==> src/rtl/activation_grad_unit.sv <==
// Backward activation stage: delta = g * f'(z), 3-stage valid/ready pipe with vector tagging.
// Optional saturation counter port sat_cnt_o is enabled by defining ACTIV_GRAD_SAT_CNT_EN.
module activation_grad_unit #(
    parameter int DATA_WIDTH = 8,
    parameter int FRAC_BITS  = 4,
    parameter int VEC_LEN    = 16
) (
    input  logic                  clk_i,
    input  logic                  rst_i,
    input  logic [1:0]            activ_type_i,
    input  logic                  in_valid_i,
    output logic                  in_ready_o,
    input  logic [DATA_WIDTH-1:0] z_i,
    input  logic [DATA_WIDTH-1:0] y_i,
    input  logic [DATA_WIDTH-1:0] g_i,
    output logic                  out_valid_o,
    input  logic                  out_ready_i,
    output logic [DATA_WIDTH-1:0] delta_o,
    output logic                  last_o,
    output logic                  done_o
`ifdef ACTIV_GRAD_SAT_CNT_EN
    ,
    output logic [15:0]           sat_cnt_o
`endif
);

    localparam int DW2 = 2 * DATA_WIDTH;
    localparam int PW  = 3 * DATA_WIDTH;
    localparam int CW  = (VEC_LEN > 1) ? $clog2(VEC_LEN) : 1;

    localparam logic signed [DW2-1:0] ONE      = DW2'(1) << FRAC_BITS;
    localparam logic        [CW-1:0]  LAST_CNT = CW'(VEC_LEN - 1);
    localparam logic signed [PW-1:0]  MAXV     = PW'((1 << (DATA_WIDTH - 1)) - 1);
    localparam logic signed [PW-1:0]  MINV     = ~MAXV;

    typedef enum logic [1:0] {
        RELU  = 2'd0,
        SIGM  = 2'd1,
        TANH  = 2'd2,
        IDENT = 2'd3
    } activ_e;

    logic [3:1] vld_pipe;
    logic       adv1, adv2, adv3, accept;

    logic [CW-1:0] cnt;
    activ_e        type_q, cur_type;

    logic signed [DW2-1:0]        z_ext, y_ext, d_next;
    logic signed [DW2-1:0]        d1;
    logic signed [DATA_WIDTH-1:0] g1;
    logic                         last1;
    logic signed [PW-1:0]         p2;
    logic                         last2;
    logic signed [PW-1:0]         g1_ext, d1_ext, sh;
    logic signed [DATA_WIDTH-1:0] sat_val;
    logic                         sat_hit;

    // Each stage moves when the one after it is empty or moving on.
    assign adv3       = vld_pipe[3] & out_ready_i;
    assign adv2       = vld_pipe[2] & (~vld_pipe[3] | adv3);
    assign adv1       = vld_pipe[1] & (~vld_pipe[2] | adv2);
    assign in_ready_o = ~vld_pipe[1] | adv1;
    assign accept     = in_valid_i & in_ready_o;

    assign out_valid_o = vld_pipe[3];
    assign done_o      = vld_pipe[3] & out_ready_i & last_o;

    // The first element of a vector uses the live type; the rest use the latched one.
    assign cur_type = (cnt == '0) ? activ_e'(activ_type_i) : type_q;

    assign z_ext = {{DATA_WIDTH{z_i[DATA_WIDTH-1]}}, z_i};
    assign y_ext = {{DATA_WIDTH{y_i[DATA_WIDTH-1]}}, y_i};

    always_comb begin
        d_next = ONE;
        case (cur_type)
            RELU:    d_next = (z_ext > 0) ? ONE : '0;
            SIGM:    d_next = (y_ext * (ONE - y_ext)) >>> FRAC_BITS;
            TANH:    d_next = ONE - ((y_ext * y_ext) >>> FRAC_BITS);
            IDENT:   d_next = ONE;
            default: d_next = ONE;
        endcase
    end

    assign g1_ext = {{DW2{g1[DATA_WIDTH-1]}}, g1};
    assign d1_ext = {{DATA_WIDTH{d1[DW2-1]}}, d1};
    assign sh     = p2 >>> FRAC_BITS;

    always_comb begin
        sat_val = DATA_WIDTH'(sh);
        sat_hit = 1'b0;
        if (sh > MAXV) begin
            sat_val = DATA_WIDTH'(MAXV);
            sat_hit = 1'b1;
        end else if (sh < MINV) begin
            sat_val = DATA_WIDTH'(MINV);
            sat_hit = 1'b1;
        end
    end

    always_ff @(posedge clk_i or posedge rst_i) begin
        if (rst_i) begin
            cnt    <= '0;
            type_q <= RELU;
        end else if (accept) begin
            cnt <= (cnt == LAST_CNT) ? '0 : cnt + 1'b1;
            if (cnt == '0)
                type_q <= activ_e'(activ_type_i);
        end
    end

    always_ff @(posedge clk_i or posedge rst_i) begin
        if (rst_i) begin
            vld_pipe <= '0;
            d1       <= '0;
            g1       <= '0;
            last1    <= 1'b0;
            p2       <= '0;
            last2    <= 1'b0;
            delta_o  <= '0;
            last_o   <= 1'b0;
        end else begin
            if (in_ready_o) begin
                vld_pipe[1] <= in_valid_i;
                if (in_valid_i) begin
                    d1    <= d_next;
                    g1    <= g_i;
                    last1 <= (cnt == LAST_CNT);
                end
            end
            if (~vld_pipe[2] | adv2) begin
                vld_pipe[2] <= adv1;
                if (adv1) begin
                    p2    <= g1_ext * d1_ext;
                    last2 <= last1;
                end
            end
            if (~vld_pipe[3] | adv3) begin
                vld_pipe[3] <= adv2;
                if (adv2) begin
                    delta_o <= sat_val;
                    last_o  <= last2;
                end
            end
        end
    end

`ifdef ACTIV_GRAD_SAT_CNT_EN
    logic sat3;

    always_ff @(posedge clk_i or posedge rst_i) begin
        if (rst_i)
            sat3 <= 1'b0;
        else if ((~vld_pipe[3] | adv3) & adv2)
            sat3 <= sat_hit;
    end

    // A vector boundary restarts the count, keeping a saturation seen on that same transfer.
    always_ff @(posedge clk_i or posedge rst_i) begin
        if (rst_i)
            sat_cnt_o <= '0;
        else if (done_o)
            sat_cnt_o <= {15'd0, sat3};
        else if (adv3 && sat3 && sat_cnt_o != 16'hFFFF)
            sat_cnt_o <= sat_cnt_o + 16'd1;
    end
`endif

endmodule

==> config.mk <==
export PLATFORM = sky130hd
export DESIGN_NAME = activation_grad_unit
export DESIGN_NICKNAME = d
export VERILOG_FILES = /design/src/rtl/activation_grad_unit.sv
export SDC_FILE = /design/constraint.sdc
export NUM_CORES = 1
export LEC_CHECK = 0
export ABC_CLOCK_PERIOD_IN_PS = 8400
export CELL_PAD_IN_SITES_DETAIL_PLACEMENT = 0
export CELL_PAD_IN_SITES_GLOBAL_PLACEMENT = 1
export CORE_MARGIN = 3
export CORE_UTILIZATION = 54
export DETAILED_ROUTE_END_ITERATION = 16
export PLACE_DENSITY_LB_ADDON = 0.12
export SLEW_MARGIN = 40
export SYNTH_ARGS = -nofsm -noshare
export SYNTH_HDL_FRONTEND = slang
export SYNTH_SLANG_ARGS = --single-unit
==> constraint.sdc <==
create_clock -name clk_i -period 8.4 [get_ports clk_i]
set_input_delay 0.84 -clock clk_i [delete_from_list [all_inputs] [get_ports clk_i]]
set_output_delay 0.84 -clock clk_i [all_outputs]
set_load 0.01 [all_outputs]
# After elaboration in Yosys (flattened, before gate mapping)
# Index checks and enable logic that the tools add are counted.
[word_totals]
register_bits = 68
inputBits = 30
out_inout_bits = 12
word_cells = 47
[op_classes]
n_addsub = 3
n_mul = 3
order_cmp = 3
eq_ne = 4
mux = 6
n_bitwise = 11
n_reduce_logical = 5
[ops]
columns = ["operator", "count"]
rows = [
  ["16-bit one-hot mux with 4 select lines", 1],
  ["8-bit by 16-bit multiplier with 24-bit output", 1],
  ["20-bit by 8-bit greater-than comparator with 1-bit output, second input constant", 1],
  ["20-bit by 8-bit less-than comparator with 1-bit output, second input constant", 1],
  ["8-bit by 8-bit multiplier with 16-bit output", 1],
  ["8-bit by 9-bit multiplier with 16-bit output", 1],
  ["8-bit 2-to-1 mux", 2],
  ["6-bit by 12-bit subtractor with 13-bit output, first input constant", 1],
  ["6-bit by 8-bit subtractor with 9-bit output, first input constant", 1],
  ["8-bit by 1-bit greater-than comparator with 1-bit output, second input constant", 1],
  ["2-bit AND reduction", 3],
  ["1-bit bitwise AND", 5],
  ["5-bit 2-to-1 mux", 1],
  ["4-bit by 1-bit adder with 4-bit output, second input constant", 1],
  ["2-bit == test, second input constant", 2],
  ["4-bit == test, second input constant", 1],
  ["4-bit zero test", 1],
  ["4-bit 2-to-1 mux", 1],
  ["1-bit NOT", 3],
  ["1-bit bitwise OR", 3],
  ["2-bit by 1-bit == test with 1-bit output, second input constant", 1],
  ["2-bit zero test", 1],
  ["2-bit 2-to-1 mux", 1],
]

# Logic depth before layout (Yosys ltp)
[depth]
word_depth = 7
depth_mapped = 25
ltp_nobuf = 24

# Worst setup path after synthesis
# OpenSTA, ideal clock, no wires.
[synth_timing]
kind = "input to register"
startpoint = "input port y_i[0]"
endpoint = "register d1[11]"
setup_time_ps = 125
t_arrival_ps = 5836
t_required_ps = 8275
setup_slack_ps = 2439
stages = 24
n_path_buf = 1
cell_sequence = "clkbuf_1 -> inv_2 -> ha_1 -> nand2_1 -> a21oi_1 -> nand2_1 -> xnor2_1 -> and2_1 -> inv_1 -> fa_1 -> fa_1 -> inv_1 -> fa_1 -> inv_1 -> fa_1 -> inv_1 -> ha_1 -> or2_2 -> a21boi_0 -> a41o_1 -> a31oi_1 -> xnor2_1 -> a31oi_1 -> o21ai_1"
[synth_between]
elab_chain_cells = 3
elab_cells_between_ends = 5
classes_between = "add/sub: 2; mul: 2; mux: 1"
[synth_rtl]
columns = ["element", "line_no", "rtl"]
rows = [
  ["start: declaration", "14", "input logic [DATA_WIDTH-1:0] y_i,"],
  ["8-bit by 8-bit multiplier with 16-bit output / 6-bit by 8-bit subtractor with 9-bit output (equally long branches)", "80, 79", ""],
  ["6-bit by 12-bit subtractor with 13-bit output / 8-bit by 9-bit multiplier with 16-bit output (equally long branches)", "80, 79", ""],
  ["16-bit one-hot mux with 4 select lines *", "77", "case (cur_type)"],
  ["end signal: assignment", "127", "d1 <= d_next;"],
  ["end: declaration", "50", "logic signed [DW2-1:0] d1;"],
]
# Every way passes the cells marked *; elsewhere a longest branch is shown, timed or not.
# A chain may end at the register's enable or synchronous reset.

# Worst setup path after layout
[layout_timing]
startpoint = "input port y_i[0]"
endpoint = "register d1[14]"
# Same word-level chain as after synthesis.

==> impl_metrics.yaml <==
grt:
  grt_max_degree: 62
  grt_pass1_vias: 8561
  grt_pass1_wl_mm: 41.39
  grt_overflow: 0
  track_usage_pct: 21.36
  antenna_found_initial: 0
timing:
  relSlewSlack_pct: 45.45
  setup_viol: 0
  hold_violations: 0
  fmax_mhz: 151.9
  setup_slack_ps: 1815
  finalMaxSlewViolations: 0
  finalCritPeriodShare_pct: 78.39
  tightest_slew_ps: 816.6
  skew_ps: 4.802
  tns_ps: 0
  layout_min_cycle_time_ps: 6585
  rsz0062_at_grt: "false"
place:
  portBuffers: 41
  preCtsSetupSlack_ps: 1475
  dp.cells: 1565
  place_area_mm2: 0.01223
  dpl.hpwl_mm: 20.18
  finalWeightedCongestion: 0.8721
cts:
  htreeDepth: 3
  cts_root_buffer: "clkbuf_16"
  numClockSinks: 61
  clk_latency_ps: 340
  clockBufferDepth: 2
  cts_setup_buffers: 0
  clk_pin_slew_ps: 60
  cts_resized: 0
  ctsHoldBuffers: 0
  cts-buffers-inserted: 9
  cts_tree: "done"
cells_and_area:
  finalNetCount: 1634
  fillerInstances: 1820
  stdcell_count: 1581
  final_area_mm2: 0.01257
  layout_common_cells: "inv_1 (262), fa_1 (187), nand2_1 (127)"
  area_delta_synth_final_pct: 8.759
  final_common_cell: "inv_1"
  layout-drive-gt1-share_pct: 4.500
  n_antenna_cell: 0
floorplan:
  die_w_um: 152.3
  row_count: 52
  dieArea_mm2: 0.02319
  core_area_mm2: 0.02062
  die_y_um: 152.3
  start_util_pct: 56.03
  io_pins: 42
logic_synthesis:
  synth-seq-cells: 61
  synth_warnings: 0
  synth_edf_count: 0
  ys_seq_area_share_pct: 13.21
  async_flop_share_pct: 100.0
  ys_types: 70
  syn_avg_cell_area_um2: 9.028
  synth_cells: 1280
  synthesis.area_mm2: 0.01156
  synth_fp_nets: 1608
  synth_ff_type: "dfrtp_1"
route:
  num_vias: 8124
  antenna_left: 0
  wl_mm: 23.59
  firstDrtPassIters: 4
  viasPerCell: 5.139
  drc: 0
  drt_iter0_drc: 265
  wl_per_cell_um: 14.92
setup_path:
  critPathKind: "primary input to flop"
  crit-reg2reg-capture: "p2[19]"
  setup.worst_path.end_class: "flop"
  cp_max_fo: 12
  critPathArrivalTime_ps: 6790
  r2r_setup_slack_ps: 3340
  required_ps: 8600
  reg2regPathDepth: 15
  startpoint_type: "primary input"
  rr_startpoint: "g1[7]"
run_status:
  status: "finished clean"
hold_path:
  min_to: "delta_o[2]"
  hold_class: "flop to flop"
  holdCritStartpoint: "delta_o[2]"
  hold-path-cell-count: 2
job:
  maxCapViolations: 0
worst max-delay path by stage:
stage | startpoint | endpoint | cells after the start
after CTS | y_i[0] | d1[14] | 24
after global routing | y_i[0] | d1[14] | 24
after global placement | y_i[0] | d1[14] | 24
after detailed placement | y_i[0] | d1[14] | 24
final | y_i[0] | d1[14] | 24
after floorplan | y_i[0] | d1[11] | 24
critical path, stage by stage:
cell             delay, ps
clkdlybuf4s50_1        630
inv_2                  270
ha_1                   200
nand2_1                 90
a21oi_1                210
nand2_1                100
xnor2_1                300
and2_1                 240
inv_1                   70
fa_1                   540
fa_1                   560
inv_1                   60
fa_1                   530
inv_1                   50
fa_1                   530
inv_1                   40
ha_1                   320
or2_2                  290
a21boi_0               130
a41o_1                 230
a31oi_1                190
xnor2_1                100
a32oi_1                170
o21ai_1                 80
synth_stat cells (all sizes together) (2+ instances only):
cell type | count | area (um2)
a211oi | 7 | 70.07
a32oi | 2 | 17.52
nand3b | 2 | 15.01
clkbuf | 29 | 108.9
xnor2 | 45 | 394.1
nor2 | 59 | 224.0
a41o | 2 | 20.02
nand2b | 34 | 212.7
or2 | 2 | 12.51
xor2 | 22 | 192.7
and3 | 9 | 56.30
nor3 | 9 | 45.04
nor2b | 15 | 93.84
nand2 | 129 | 486.7
a31o | 4 | 35.03
a21oi | 31 | 162.7
nor3b | 2 | 15.01
nand4 | 4 | 25.02
nand3 | 10 | 50.05
a211o | 2 | 17.52
mux2i | 3 | 30.03
a41oi | 2 | 17.52
nor4 | 6 | 37.54
dfrtp | 61 | 1526
or3 | 6 | 37.54
a31oi | 5 | 31.28
and2 | 88 | 550.5
inv | 264 | 991.0
a21boi | 2 | 15.01
o21bai | 6 | 60.06
mux2 | 6 | 67.56
buf | 6 | 35.03
a22oi | 2 | 20.02
o21a | 7 | 52.55
ha | 111 | 1389
o41ai | 5 | 51.30
o21ai | 55 | 282.8
o211ai | 3 | 22.52
fa | 187 | 3744
a21o | 12 | 90.09
a221oi | 9 | 78.83
cell families after synthesis:
group	share of synthesized area, %
AO/OA/AOI/OAI	10.06
XOR/XNOR	5.284
adder cells (fa/ha/maj)	44.41
buffers and inverters	9.853
flip-flops	13.21
multiplexers	0.8445
other	0.03245
AND/OR/NAND/NOR	16.31
per-stage QoR:
step / utilization, % / hold slack (ps)
after CTS: 60.90 / 486.2
after detailed placement: 59.30 / 472.1
after floorplan: - / 446.0
after global placement: 59.29 / 463.9
final: 60.94 / 477.5
after global routing: 60.94 / 515.0
state kept, by name, summed over array words and instances, names as in the netlist:
name,cells
delta_o,8
last_o,1
type_q,2
cnt,4
last2,1
d1,13
p2,20
last1,1
g1,8
vld_pipe,3
area by class of cell:
type / instances / area, um2 / share of cell area [%]
clock buffer: 9 / 225.2 / 1.792
clock inverter: 7 / 105.1 / 0.8362
inverter: 265 / 994.7 / 7.914
multi-input combinational: 919 / 8897 / 70.79
sequential: 61 / 1526 / 12.15
tap: 270 / 337.8 / 2.688
timing repair buffer: 50 / 481.7 / 3.833
metal layers:
metal | up-vias | GRT usage (%) | wire (um)
met2 | 83 | 38.02 | 12070
li1 | 4041 | - | -
met4 | 0 | 7.235 | 669
met3 | 37 | 1.789 | 340
met5 | - | 0 | 0
met1 | 3963 | 27.56 | 10520
Power is left out: the tool's default activity adds up to more than one toggle a clock period on the data nets, which glitch-free logic cannot reach.
